## src/rtl/vga_pkg.sv

```systemverilog
// 640x480 @ 60 Hz VGA timing constants shared by the sync generator and the
// downstream display stages that need the visible-region bounds.
package vga_pkg;

    localparam int COORD_W   = 10;

    localparam int H_DISPLAY = 640;
    localparam int H_FRONT   = 16;
    localparam int H_SYNC    = 96;
    localparam int H_BACK    = 48;
    localparam int H_TOTAL   = H_DISPLAY + H_FRONT + H_SYNC + H_BACK;

    localparam int V_DISPLAY = 480;
    localparam int V_FRONT   = 10;
    localparam int V_SYNC    = 2;
    localparam int V_BACK    = 33;
    localparam int V_TOTAL   = V_DISPLAY + V_FRONT + V_SYNC + V_BACK;

    localparam int H_SYNC_START = H_DISPLAY + H_FRONT;
    localparam int H_SYNC_END   = H_SYNC_START + H_SYNC - 1;
    localparam int V_SYNC_START = V_DISPLAY + V_FRONT;
    localparam int V_SYNC_END   = V_SYNC_START + V_SYNC - 1;

    typedef logic [COORD_W-1:0] coord_t;

endpackage

```

## src/rtl/pixel_tick_div.sv

```systemverilog
// Divides the system clock down to a one-clk-wide pixel enable every
// TICK_DIV clks; the enable is high on the last count of each period.
module pixel_tick_div #(
    parameter int TICK_DIV = 4
) (
    input  logic clk,
    input  logic reset_n,
    output logic p_tick
);

    localparam int                DIV_W   = (TICK_DIV > 1) ? $clog2(TICK_DIV) : 1;
    localparam logic [DIV_W-1:0]  DIV_MAX = DIV_W'(TICK_DIV - 1);

    logic [DIV_W-1:0] r_div;

    always_ff @(posedge clk) begin
        if (!reset_n)
            r_div <= '0;
        else if (r_div == DIV_MAX)
            r_div <= '0;
        else
            r_div <= r_div + 1'b1;
    end

    assign p_tick = (r_div == DIV_MAX);

endmodule

```

## src/rtl/vga_sync_gen.sv

```systemverilog
// VGA raster timing: pixel coordinates plus blanking/sync/frame flags, all
// registered from the next-state coordinates so they line up with x/y.
module vga_sync_gen
    import vga_pkg::*;
#(
    parameter int TICK_DIV  = 4,
    parameter int H_DISPLAY = vga_pkg::H_DISPLAY,
    parameter int H_FRONT   = vga_pkg::H_FRONT,
    parameter int H_SYNC    = vga_pkg::H_SYNC,
    parameter int H_BACK    = vga_pkg::H_BACK,
    parameter int V_DISPLAY = vga_pkg::V_DISPLAY,
    parameter int V_FRONT   = vga_pkg::V_FRONT,
    parameter int V_SYNC    = vga_pkg::V_SYNC,
    parameter int V_BACK    = vga_pkg::V_BACK
) (
    input  logic               clk,
    input  logic               reset_n,
    output logic               p_tick,
    output logic [COORD_W-1:0] x,
    output logic [COORD_W-1:0] y,
    output logic               video_on,
    output logic               hsync,
    output logic               vsync,
    output logic               frame_start
);

    localparam coord_t H_LAST   = coord_t'(H_DISPLAY + H_FRONT + H_SYNC + H_BACK - 1);
    localparam coord_t V_LAST   = coord_t'(V_DISPLAY + V_FRONT + V_SYNC + V_BACK - 1);
    localparam coord_t H_VIS    = coord_t'(H_DISPLAY);
    localparam coord_t V_VIS    = coord_t'(V_DISPLAY);
    localparam coord_t HS_START = coord_t'(H_DISPLAY + H_FRONT);
    localparam coord_t HS_END   = coord_t'(H_DISPLAY + H_FRONT + H_SYNC - 1);
    localparam coord_t VS_START = coord_t'(V_DISPLAY + V_FRONT);
    localparam coord_t VS_END   = coord_t'(V_DISPLAY + V_FRONT + V_SYNC - 1);

    logic   w_p_tick;
    logic   w_h_wrap;
    logic   w_v_wrap;
    coord_t w_x_next;
    coord_t w_y_next;

    coord_t r_x;
    coord_t r_y;
    logic   r_video_on;
    logic   r_hsync;
    logic   r_vsync;
    logic   r_frame_start;

    pixel_tick_div #(
        .TICK_DIV (TICK_DIV)
    ) u_tick_div (
        .clk     (clk),
        .reset_n (reset_n),
        .p_tick  (w_p_tick)
    );

    assign w_h_wrap = w_p_tick && (r_x == H_LAST);
    assign w_v_wrap = w_h_wrap && (r_y == V_LAST);

    always_comb begin
        w_x_next = r_x;
        w_y_next = r_y;
        if (w_p_tick) begin
            if (w_h_wrap) begin
                w_x_next = '0;
                w_y_next = w_v_wrap ? '0 : r_y + 1'b1;
            end else begin
                w_x_next = r_x + 1'b1;
            end
        end
    end

    // Flags decode the post-edge coordinates so they never trail x/y by a clk.
    always_ff @(posedge clk) begin
        if (!reset_n) begin
            r_x           <= '0;
            r_y           <= '0;
            r_video_on    <= 1'b0;
            r_hsync       <= 1'b1;
            r_vsync       <= 1'b1;
            r_frame_start <= 1'b0;
        end else begin
            r_x           <= w_x_next;
            r_y           <= w_y_next;
            r_video_on    <= (w_x_next < H_VIS) && (w_y_next < V_VIS);
            r_hsync       <= !((w_x_next >= HS_START) && (w_x_next <= HS_END));
            r_vsync       <= !((w_y_next >= VS_START) && (w_y_next <= VS_END));
            r_frame_start <= w_v_wrap;
        end
    end

    assign p_tick      = w_p_tick;
    assign x           = r_x;
    assign y           = r_y;
    assign video_on    = r_video_on;
    assign hsync       = r_hsync;
    assign vsync       = r_vsync;
    assign frame_start = r_frame_start;

endmodule

```

## config.mk

```make
export PLATFORM = sky130hd
export DESIGN_NAME = vga_sync_gen
export DESIGN_NICKNAME = d
export VERILOG_FILES = /design/src/rtl/vga_pkg.sv /design/src/rtl/pixel_tick_div.sv /design/src/rtl/vga_sync_gen.sv
export SDC_FILE = /design/constraint.sdc
export NUM_CORES = 1
export LEC_CHECK = 0
export ABC_AREA = 0
export CAP_MARGIN = 20
export CORE_ASPECT_RATIO = 0.9
export CORE_UTILIZATION = 29
export CTS_BUF_LIST = sky130_fd_sc_hd__clkbuf_2 sky130_fd_sc_hd__clkbuf_4 sky130_fd_sc_hd__clkbuf_8
export CTS_CLUSTER_DIAMETER = 30
export DETAILED_ROUTE_END_ITERATION = 8
export HOLD_SLACK_MARGIN = 0.1
export PLACE_DENSITY_LB_ADDON = 0.1
export SETUP_SLACK_MARGIN = 0.3
export SLEW_MARGIN = 20
export SYNTH_ARGS = -nofsm -noshare
export SYNTH_HDL_FRONTEND = slang
export SYNTH_SLANG_ARGS = --single-unit
export TNS_END_PERCENT = 50
```

## constraint.sdc

```tcl
create_clock -name clk -period 3.95 [get_ports clk]
set_input_delay 0.9875 -clock clk [delete_from_list [all_inputs] [get_ports clk]]
set_output_delay 0.9875 -clock clk [all_outputs]
set_load 0.02 [all_outputs]
```

==> results.txt <==
Run status -> complete, no violations
Cts hold-fix bufs -> 0
Top Ports -> 27
Gate Count Post-Synth -> 164
Core area -> 4460 um2
Worst-skew pair later-pin latency -> 0.27 ns
Post-Synth XOR/XNOR Area -> 0.0776
CTS tree -> built
Avg Inst Size Synth -> 8.25 um2
Vias after detailed routing -> 1232
Worst-path clk slew -> 0.08 ns
P per Cell Area -> 268 nW/um2
Initial core utilization -> 0.304
Sequential element share of the synthesized area -> 0.384
RSZ-0062 raised after global routing -> no
Synth Area in Adders -> 0.0370
WP data arrival -> 1.77 ns
Min-Delay Path Class -> register to register
#FFs+latches synth -> 26
Final-report max-slew violation count -> 0
Largest net degree at the start of global routing -> 15
Number of global-route vias before repair -> 1148
Final setup fails -> 0
Die height -> 66.8 um
Leak pwr -> 0.000560 uW
Fmax -> 363 MHz
Setup_tns -> 0 ns
Detail Placement HPWL -> 2520 um
Req. time, crit path -> 2.96 ns
FFs w/ async S/R, synth -> 0
Post-Synthesis Cell Area -> 1350 um2
Root Buffer -> clkbuf_8
Antenna viol nets, final -> 0
H-tree levels -> 1
Post-synth top area share -> 0.384
ANT cells -> 0
Crit Path Max Fanout -> 13
Die Area -> 4950 um2
Mux cell area share after synthesis -> 0.0148
CTS resizes -> 0
Critical Path Start Type -> register
Critical Path Sink Type -> output port
Yosys warns -> 0
Total track usage -> 0.152
Placer's final routability congestion estimate -> 0.795
Most instantiated library cell after synthesis -> dfxtp_1
Drt drc -> 0
Min Tclk post-route -> 2.76 ns
Peak VDD IR -> 0.177 mV
Layout filler cell count -> 471
Area Overhead vs Synth -> 26.5%
Setup Buffers After CTS -> 0
Num rows -> 23
Layout cells sized above 1 -> 0.0428
CTS sink cnt -> 26
Final worst-path cycle share -> 0.698
Number of synthesized flops with an enable pin -> 0
Iteration-0 DRC Markers -> 49
First-pass GRT wire length -> 5650 um
Mapped Nets -> 170
Max-cap viol count -> 0
Initial antenna violation count -> 0
Slew @ Worst Pin -> 1.03 ns
Post-synthesis simple-gate area fraction -> 0.335
Max Clock Skew -> 0.00326 ns
Worst-case clock buffer depth -> 2
Port Buffers -> 26
Netlist cell types -> 41
Top cells by area, synth -> dfxtp_1, xor2_1, nor2_1
Layout Nets -> 194
Total CTS buffers -> 3
Main combinational cell family by area after synthesis -> simple AND/OR/NAND/NOR gates
Slew headroom -> 0.304
Via density -> 4.95
Final WL -> 3350 um
Die Wd -> 74.0 um
Drt pass-1 iters -> 4
Leading area contributor after synthesis -> dfxtp_1
WL/cell -> 13.4 um
Grt total ovfl -> 0
Final hold slack -> 0.425 ns
Fin. Hold Viols -> 0
Main synth FF type -> dfxtp_1
Synth cell count leaders -> dfxtp_1, nor2_1, nand2_1
Crit path kind -> register to output port
Post-synthesis compound-gate area fraction -> 0.112
## worst max-delay path, cell delays in order, from the launching register on
cell             delay (ns)
dfxtp_1                0.34
ha_1                   0.47
clkdlybuf4s50_1        0.70
## state kept, by name, indices dropped and copies added, names as in the netlist
register	cells
frame_start	1
y	10
hsync	1
u_tick_div.r_div	2
x	10
video_on	1
vsync	1
## cell families (layout without fill, tap and decap cells)
kind of cell | after synthesis | in the layout
AND/OR/NAND/NOR | 85 | 85
flip-flops | 26 | 26
XOR/XNOR | 12 | 12
adder cells (fa/ha/maj) | 4 | 4
multiplexers | 2 | 2
AO/OA/AOI/OAI | 23 | 23
buffers and inverters | 12 | 35
## worst paths after layout
check / startpoint / endpoint / slack [ns] / depth (start not counted)
max reg2reg: u_tick_div.r_div[0] / vsync / 1.54 / 6
min: u_tick_div.r_div[0] / u_tick_div.r_div[0] / 0.43 / 1
min reg2reg: u_tick_div.r_div[0] / u_tick_div.r_div[0] / 0.43 / 1
max: u_tick_div.r_div[0] / p_tick / 1.19 / 2
## power breakdown
part           switching, uW  total (uW)  leakage, uW  internal, uW
Combinational           12.3        21.3     0.000321          8.91
Clock                   80.3         169    0.0000288          89.1
Sequential              2.25         268     0.000210           266
Total                   94.9         459     0.000560           364
## placed cells by master, fill, tap and decap left out, drive strengths merged, types with 4 or more instances in the layout
cell type	synthesis	final
nor2	19	19
ha	4	4
or3	4	4
inv	5	5
clkdlybuf4s50	0	26
nor3	8	8
nand3	7	7
o21ai	6	6
nor4	4	4
xor2	9	9
dfxtp	26	26
nand4	9	9
clkbuf	6	4
a21oi	7	7
nand2	17	17
## cell type report
class,count,area [um2],share of cell area
sequential,26,520,0.304
clock buffer,4,55.1,0.0321
timing repair buffer,26,260,0.152
tap,62,77.6,0.0453
multi-input combinational,126,781,0.456
inverter,5,18.8,0.0110
## metal layers
layer  routed length, um  track usage  vias to the layer above
met5                   0            0                        -
met4                  77       0.0601                        0
met3                 136       0.0378                        8
met2                1420        0.222                       25
met1                1710        0.213                      567
li1                    -            -                      632
## metrics by stage
stage                     cell area (um2)  power (uW)  utilization  instances  setup WS (ns)
final                                1710         459        0.384        249           1.19
after global routing                 1710         480        0.384        249           1.08
after CTS                            1710         467        0.384        249           1.18
after detailed placement             1660         296        0.372        245           1.42
after global placement               1660         296        0.372        245           1.48
after floorplan                      1350         288            -        164           1.82
Power figures use the tool's default switching activity.
